===== config.mk =====
export PLATFORM = sky130hd
export DESIGN_NAME = pixel_writer
export DESIGN_NICKNAME = d
export VERILOG_FILES = /design/src/rtl/pixel_writer_pkg.sv /design/src/rtl/pixel_writer_fifo.sv /design/src/rtl/pixel_writer.sv
export SDC_FILE = /design/constraint.sdc
export NUM_CORES = 1
export LEC_CHECK = 0
export ABC_AREA = 0
export BUFFER_PORTS_ARGS = -buffer_cell sky130_fd_sc_hd__buf_2
export CAP_MARGIN = 5
export CORE_ASPECT_RATIO = 1.25
export CORE_MARGIN = 10
export CORE_UTILIZATION = 40
export DETAILED_ROUTE_END_ITERATION = 6
export HOLD_SLACK_MARGIN = 0.15
export PLACE_DENSITY = 0.66
export SLEW_MARGIN = 15
export SYNTH_ARGS = -nofsm -noshare
export SYNTH_HDL_FRONTEND = slang
export SYNTH_SLANG_ARGS = --single-unit
export TNS_END_PERCENT = 1

===== constraint.sdc =====
create_clock -name _clock -period 4.45 [get_ports _clock]
set_input_delay 0.2225 -clock _clock [delete_from_list [all_inputs] [get_ports _clock]]
set_output_delay 0.2225 -clock _clock [all_outputs]
set_load 0.005 [all_outputs]

===== src/rtl/pixel_writer_pkg.sv =====
// ---------------------------------------------------------------------------
// | pixel_writer_pkg : shared coordinate width and FSM state encodings      |
// | Revision: 1.0                                                           |
// ---------------------------------------------------------------------------
`default_nettype none

package pixel_writer_pkg;

   localparam int COORD_W = 32;

   typedef logic [1:0] state_t;

   localparam logic [1:0] ST_IDLE  = 2'd0;
   localparam logic [1:0] ST_RUN   = 2'd1;
   localparam logic [1:0] ST_FLUSH = 2'd2;
   localparam logic [1:0] ST_DONE  = 2'd3;

endpackage

`default_nettype wire


===== src/rtl/pixel_writer_fifo.sv =====
// ---------------------------------------------------------------------------
// | pixel_fifo : register-based address FIFO with full/empty flags          |
// | Revision: 1.0                                                           |
// ---------------------------------------------------------------------------
`default_nettype none

module pixel_fifo #(
   parameter int DEPTH  = 4,
   parameter int DATA_W = 12
) (
   input  logic              clk_i,
   input  logic              rst_i,
   input  logic              clr_i,
   input  logic              push_i,
   input  logic              pop_i,
   input  logic [DATA_W-1:0] wdata_i,
   output logic [DATA_W-1:0] rdata_o,
   output logic              full_o,
   output logic              empty_o
);

   localparam int PTR_W = $clog2(DEPTH);

   logic [PTR_W:0]    wr_q, wr_d, rd_q, rd_d;
   logic [DATA_W-1:0] mem_q [DEPTH];
   logic              do_push, do_pop;

   // Pointers carry one wrap bit so full and empty are distinguishable.
   assign full_o  = (wr_q[PTR_W] != rd_q[PTR_W]) &&
                    (wr_q[PTR_W-1:0] == rd_q[PTR_W-1:0]);
   assign empty_o = (wr_q == rd_q);
   assign do_push = push_i && !full_o;
   assign do_pop  = pop_i && !empty_o;
   assign rdata_o = mem_q[rd_q[PTR_W-1:0]];

   always_comb begin
      wr_d = wr_q;
      rd_d = rd_q;
      if (clr_i) begin
         wr_d = '0;
         rd_d = '0;
      end else begin
         if (do_push) wr_d = wr_q + (PTR_W+1)'(1);
         if (do_pop)  rd_d = rd_q + (PTR_W+1)'(1);
      end
   end

   always_ff @(posedge clk_i) begin
      if (rst_i) begin
         wr_q <= '0;
         rd_q <= '0;
      end else begin
         wr_q <= wr_d;
         rd_q <= rd_d;
      end
   end

   always_ff @(posedge clk_i) begin
      if (do_push && !clr_i) mem_q[wr_q[PTR_W-1:0]] <= wdata_i;
   end

endmodule

`default_nettype wire


===== src/rtl/pixel_writer.sv =====
// ---------------------------------------------------------------------------
// | pixel_writer : buffers coordinate pairs and writes COLOR to a frame     |
// | buffer. Define PIXEL_WRITER_CLIP_EN to discard off-screen pairs.        |
// | Revision: 1.0                                                           |
// ---------------------------------------------------------------------------
`default_nettype none

module pixel_writer
   import pixel_writer_pkg::*;
#(
   parameter int         WIDTH  = 64,
   parameter int         HEIGHT = 64,
   parameter int         DEPTH  = 4,
   parameter logic [7:0] COLOR  = 8'hFF,
   localparam int        ADDR_W = $clog2(WIDTH*HEIGHT)
) (
   input  logic                      _clock,
   input  logic                      _reset,
   input  logic                      _start,
   input  logic signed [COORD_W-1:0] _in0,
   input  logic signed [COORD_W-1:0] _in1,
   input  logic                      _in_valid,
   input  logic                      _in_done,
   output logic                      _ready,
   output logic                      mem_we,
   output logic [ADDR_W-1:0]         mem_addr,
   output logic [7:0]                mem_wdata,
   input  logic                      mem_ready,
   output logic [15:0]               pix_count,
   output logic [15:0]               clip_count,
   output logic                      _done
);

   localparam logic signed [COORD_W-1:0] C_WIDTH_S = COORD_W'(WIDTH);

   state_t            state_q, state_d;
   logic [15:0]       pix_q, pix_d, clip_q, clip_d;
   logic              fifo_full, fifo_empty, fifo_clr;
   logic              accept, push, pop, clip;
   logic [ADDR_W-1:0] lin_addr;

   assign fifo_clr = (state_q == ST_IDLE) && _start;
   assign _ready   = (state_q == ST_RUN) && !fifo_full;
   assign accept   = _in_valid && _ready;
   assign lin_addr = ADDR_W'(_in1 * C_WIDTH_S + _in0);

`ifdef PIXEL_WRITER_CLIP_EN
   localparam logic signed [COORD_W-1:0] C_HEIGHT_S = COORD_W'(HEIGHT);
   logic in_range;
   assign in_range = (_in0 >= 0) && (_in0 < C_WIDTH_S) &&
                     (_in1 >= 0) && (_in1 < C_HEIGHT_S);
   assign push     = accept && in_range;
   assign clip     = accept && !in_range;
`else
   assign push     = accept;
   assign clip     = 1'b0;
`endif

   assign mem_we     = !fifo_empty;
   assign pop        = mem_we && mem_ready;
   assign mem_wdata  = mem_we ? COLOR : 8'h00;
   assign pix_count  = pix_q;
   assign clip_count = clip_q;
   assign _done      = (state_q == ST_DONE);

   pixel_fifo #(
      .DEPTH  (DEPTH),
      .DATA_W (ADDR_W)
   ) u_fifo (
      .clk_i   (_clock),
      .rst_i   (_reset),
      .clr_i   (fifo_clr),
      .push_i  (push),
      .pop_i   (pop),
      .wdata_i (lin_addr),
      .rdata_o (mem_addr),
      .full_o  (fifo_full),
      .empty_o (fifo_empty)
   );

   always_comb begin
      state_d = state_q;
      case (state_q)
         ST_IDLE:  if (_start)     state_d = ST_RUN;
         ST_RUN:   if (_in_done)   state_d = ST_FLUSH;
         ST_FLUSH: if (fifo_empty) state_d = ST_DONE;
         ST_DONE:                  state_d = ST_IDLE;
         default:                  state_d = ST_IDLE;
      endcase
   end

   // Counters hold after the frame ends and clear only on the next start.
   always_comb begin
      pix_d  = pix_q;
      clip_d = clip_q;
      if (fifo_clr) begin
         pix_d  = '0;
         clip_d = '0;
      end else begin
         if (pop)  pix_d  = pix_q + 16'd1;
         if (clip) clip_d = clip_q + 16'd1;
      end
   end

   always_ff @(posedge _clock) begin
      if (_reset) begin
         state_q <= ST_IDLE;
         pix_q   <= '0;
         clip_q  <= '0;
      end else begin
         state_q <= state_d;
         pix_q   <= pix_d;
         clip_q  <= clip_d;
      end
   end

endmodule

`default_nettype wire

==> flow_metrics.tcl <==
set metrics [dict create \
    pwr-share-seq_pct 47.2 \
    wl_mm 6.73 \
    yosysUniqueCellTypes 40 \
    port_buffers 62 \
    fin_hold_ws_ns 0.191 \
    cp.required_ns 4.42 \
    hold_end "state_q[0]" \
    cp_top_family "simple AND/OR/NAND/NOR gates" \
    dpl-instance-area_mm2 0.00371 \
    start_util_pct 41.4 \
    p_clk_share_pct 37.7 \
    drtIter0Drc 47 \
    setup_tns_ns 0 \
    root_buffer "clkbuf_8" \
    finalCriticalPeriod_ns 2.25 \
    drtAntennaViolNets 0 \
    clock.fmax_ghz 0.445 \
    worstHoldStart "_reset" \
    r2r_cells 3 \
    antenna_found_initial 0 \
    synthCells 258 \
    r2r_start "u_fifo.wr_q[0]" \
    firstDrtPassIters 4 \
    slowest_delay_ns 0.63 \
    arrival_ns 2.22 \
    switching_share_pct 24.7 \
    worstSetupPathType "reg2reg" \
    io_pins 125 \
    cp_cell_sequence "xor2_2, o311a_1, and3_1" \
    fillCellCount 742 \
    rows 37 \
    p_comb_share_pct 15.0 \
    internal_power_w 0.00127 \
    powerDensity_mw_per_mm2 417 \
    track_usage_pct 10.8 \
    grt_overflow 0 \
    clk_pin_slew_ns 0.08 \
    die_w_um 103 \
    globalplace.congestion 0.758 \
    slew-limit-headroom_pct 44.4 \
    crit_fanout 12 \
    grt_start_max_net_pins 24 \
    min_path_cells 3 \
    tritoncts "built" \
    seq_area_frac_synth_pct 57.1 \
    ys_seq_elements 74 \
    endpoint_kind "register" \
    reg2reg_to "u_fifo.mem_q[3][6]" \
    rsz0062_at_grt "false" \
    p_switching_w 0.000414 \
    crit_slowest_cell "and3_1" \
    avgSynthCellArea_um2 13.3 \
    dpl.hpwl_mm 4.83 \
    critPathBufInv 0 \
    fin_nets 406 \
    grt_first_pass_wirelength_mm 10.9 \
    irDropWorstVdd_mv 0.209 \
    dieArea_mm2 0.0127 \
    status "completed" \
    antennaDiodeCount 0 \
    postCtsSetupRepairBufs 0 \
    leakagePower_nw 1.57 \
    drv_cap 0 \
    wl_per_cell_um 15.9 \
    fin_crit_sh_pct 50.5 \
    cts_buffers 9 \
    grt_pass1_vias 2317 \
    clock_sinks 74 \
    clk_latency_ns 0.34 \
    yosys_warnings 0 \
    hold_path_class "in2reg" \
    ff2ff_setup_slack_ns 2.20 \
    skew_ns 0.00905 \
    core_mm2 0.00829 \
    post_drt_via_cell_ratio 5.09 \
    hold_violations 0 \
    fp.dieH_um 124 \
    h-tree-depth 3 \
    fin_area_mm2 0.00403 \
    layout-drive-gt1-share_pct 29.8 \
    critPathLaunchType "register" \
    cts_buffer_depth 2 \
    worstMarginPinSlew_ns 0.833 \
    areaGrowthSynthToFinish_pct 17.3 \
    slew_viol_final 0 \
    synth_area_mm2 0.00343 \
    setup_viol 0 \
    route.detailed.drc 0 \
    via_count 2148 \
]
-- cell usage after synthesis --
cell       instances  area (µm²)
a2111oi_0          1        8.76
and2_1             1        6.26
edfxtp_1          48        1440
and3_1             4        25.0
buf_2              3        15.0
nand4_1            3        18.8
xor2_2             3        48.8
o211a_1            1        10.0
xor2_1             7        61.3
o31a_1             1        8.76
clkbuf_1           3        11.3
inv_1              9        33.8
a222oi_1           1        10.0
mux4_2            12         270
o311ai_0           2        17.5
mux2i_1            2        20.0
o21ai_0           12        60.1
and4_1             5        43.8
or3_4              1        11.3
a21oi_1           17        85.1
nand3_1            6        30.0
nand2_1           10        37.5
buf_4             24         180
buf_1              1        3.75
ha_1              15         188
o311ai_1           1        8.76
nor2_1             9        33.8
or3_1             11        68.8
conb_1             1        3.75
clkbuf_2           1        5.00
o31ai_1            4        30.0
or4_1              1        7.51
o311a_1            1        10.0
a211o_1            1        8.76
fa_1               1        20.0
xnor2_1            4        35.0
a21o_1             3        22.5
a31o_2             1        8.76
nor3_1             1        5.00
dfxtp_1           26         521
-- worst register-to-register path, stage by stage, from the launching register on --
cell     delay [ns]
dfxtp_1        0.47
xor2_2         0.40
o311a_1        0.38
and3_1         0.63
-- kinds of logic (layout without fill, tap and decap cells) --
family / count (synthesis) / in the layout / synth area share [%]
AOI/OAI and AO/OA: 46 / 46 / 8.42
xor gates and xnor gates: 14 / 14 / 4.23
adders and majority gates: 16 / 16 / 6.05
buffers and inverters: 41 / 93 / 7.25
DFF: 74 / 74 / 57.1
muxes: 14 / 14 / 8.45
other: 1 / 16 / 0.109
and+or+nand+nor: 52 / 52 / 8.38
-- cell type report --
class                           instances  area (µm²)  share of cell area, %
Clock buffer                            9         124                   3.08
Clock inverter                          7         124                   3.08
Inverter                                9        33.8                  0.839
Multi-Input combinational cell        158        1290                   32.1
Sequential cell                        74        1960                   48.7
Tap cell                               97         121                   3.01
Timing Repair Buffer                   68         370                   9.20
-- flip-flops by register name, indices dropped and copies added (netlist names), named ones only --
name	count
u_fifo.mem_q	48
state_q	2
u_fifo.wr_q	3
u_fifo.rd_q	3
pix_count	16
-- metrics by stage --
stage                     total power, W  std cells  util (%)  setup WS [ns]
after floorplan                  0.00100        273         -           2.67
after global placement           0.00106        400      44.7           2.27
after detailed placement         0.00106        400      44.7           2.23
after CTS                        0.00170        422      48.5           2.15
after global routing             0.00176        422      48.6           2.02
final                            0.00168        422      48.6           2.20
-- cell usage in the layout (no fill, tap or decap), types with 4 or more instances in the layout --
| cell | netlist | layout |
|---|---|---|
| nand3_1 | 6 | 6 |
| o21ai_0 | 12 | 12 |
| xnor2_1 | 4 | 4 |
| ha_1 | 15 | 15 |
| buf_2 | 3 | 62 |
| conb_1 | 1 | 16 |
| a21oi_1 | 17 | 17 |
| edfxtp_1 | 48 | 48 |
| dfxtp_1 | 26 | 26 |
| inv_1 | 9 | 9 |
| nor2_1 | 9 | 9 |
| and4_1 | 5 | 5 |
| or3_1 | 11 | 11 |
| dlygate4sd3_1 | 0 | 6 |
| clkbuf_8 | 0 | 9 |
| nand2_1 | 10 | 10 |
| and3_1 | 4 | 4 |
| xor2_1 | 7 | 7 |
| mux4_2 | 12 | 12 |
-- power groups by stage --
stage	clock network (W)	registers [W]	logic [W]
after CTS	0.000650	0.000795	0.000259
final	0.000634	0.000794	0.000252
after global routing	0.000678	0.000799	0.000285
after floorplan	0	0.000800	0.000203
after global placement	0	0.000809	0.000248
after detailed placement	0	0.000810	0.000253
-- timing repair --
item	4_1_cts	5_1_grt
setup endpoints to repair	0	0
hold buffers	6	0
resized for setup	0	0
hold endpoints to repair	24	0
-- per-layer routing --
| metal | vias to the layer above | part of all wire [%] | wire length [µm] | global-route usage (%) |
|---|---|---|---|---|
| li1 | 1052 | - | - | - |
| met2 | 55 | 51 | 3410 | 18.3 |
| met4 | 0 | 0.82 | 55 | 4.44 |
| met1 | 1036 | 42 | 2830 | 12.3 |
| met5 | - | 0 | 0 | 0 |
| met3 | 5 | 6.4 | 434 | 3.38 |
-- how the worst max path moves through the flow --
stage                   start                 end  slack, ns  depth (start not counted)
2_1_floorplan  u_fifo.wr_q[1]  u_fifo.mem_q[0][0]       2.67                          4
3_3_place_gp   u_fifo.wr_q[0]  u_fifo.mem_q[0][7]       2.27                          3
3_5_place_dp   u_fifo.wr_q[1]  u_fifo.mem_q[0][7]       2.23                          3
4_1_cts              register         mem_addr[0]       2.15                          2
5_1_grt        u_fifo.wr_q[0]  u_fifo.mem_q[0][6]       2.02                          3
6_report       u_fifo.wr_q[0]  u_fifo.mem_q[3][6]       2.20                          3
Power figures use the tool's default switching activity.
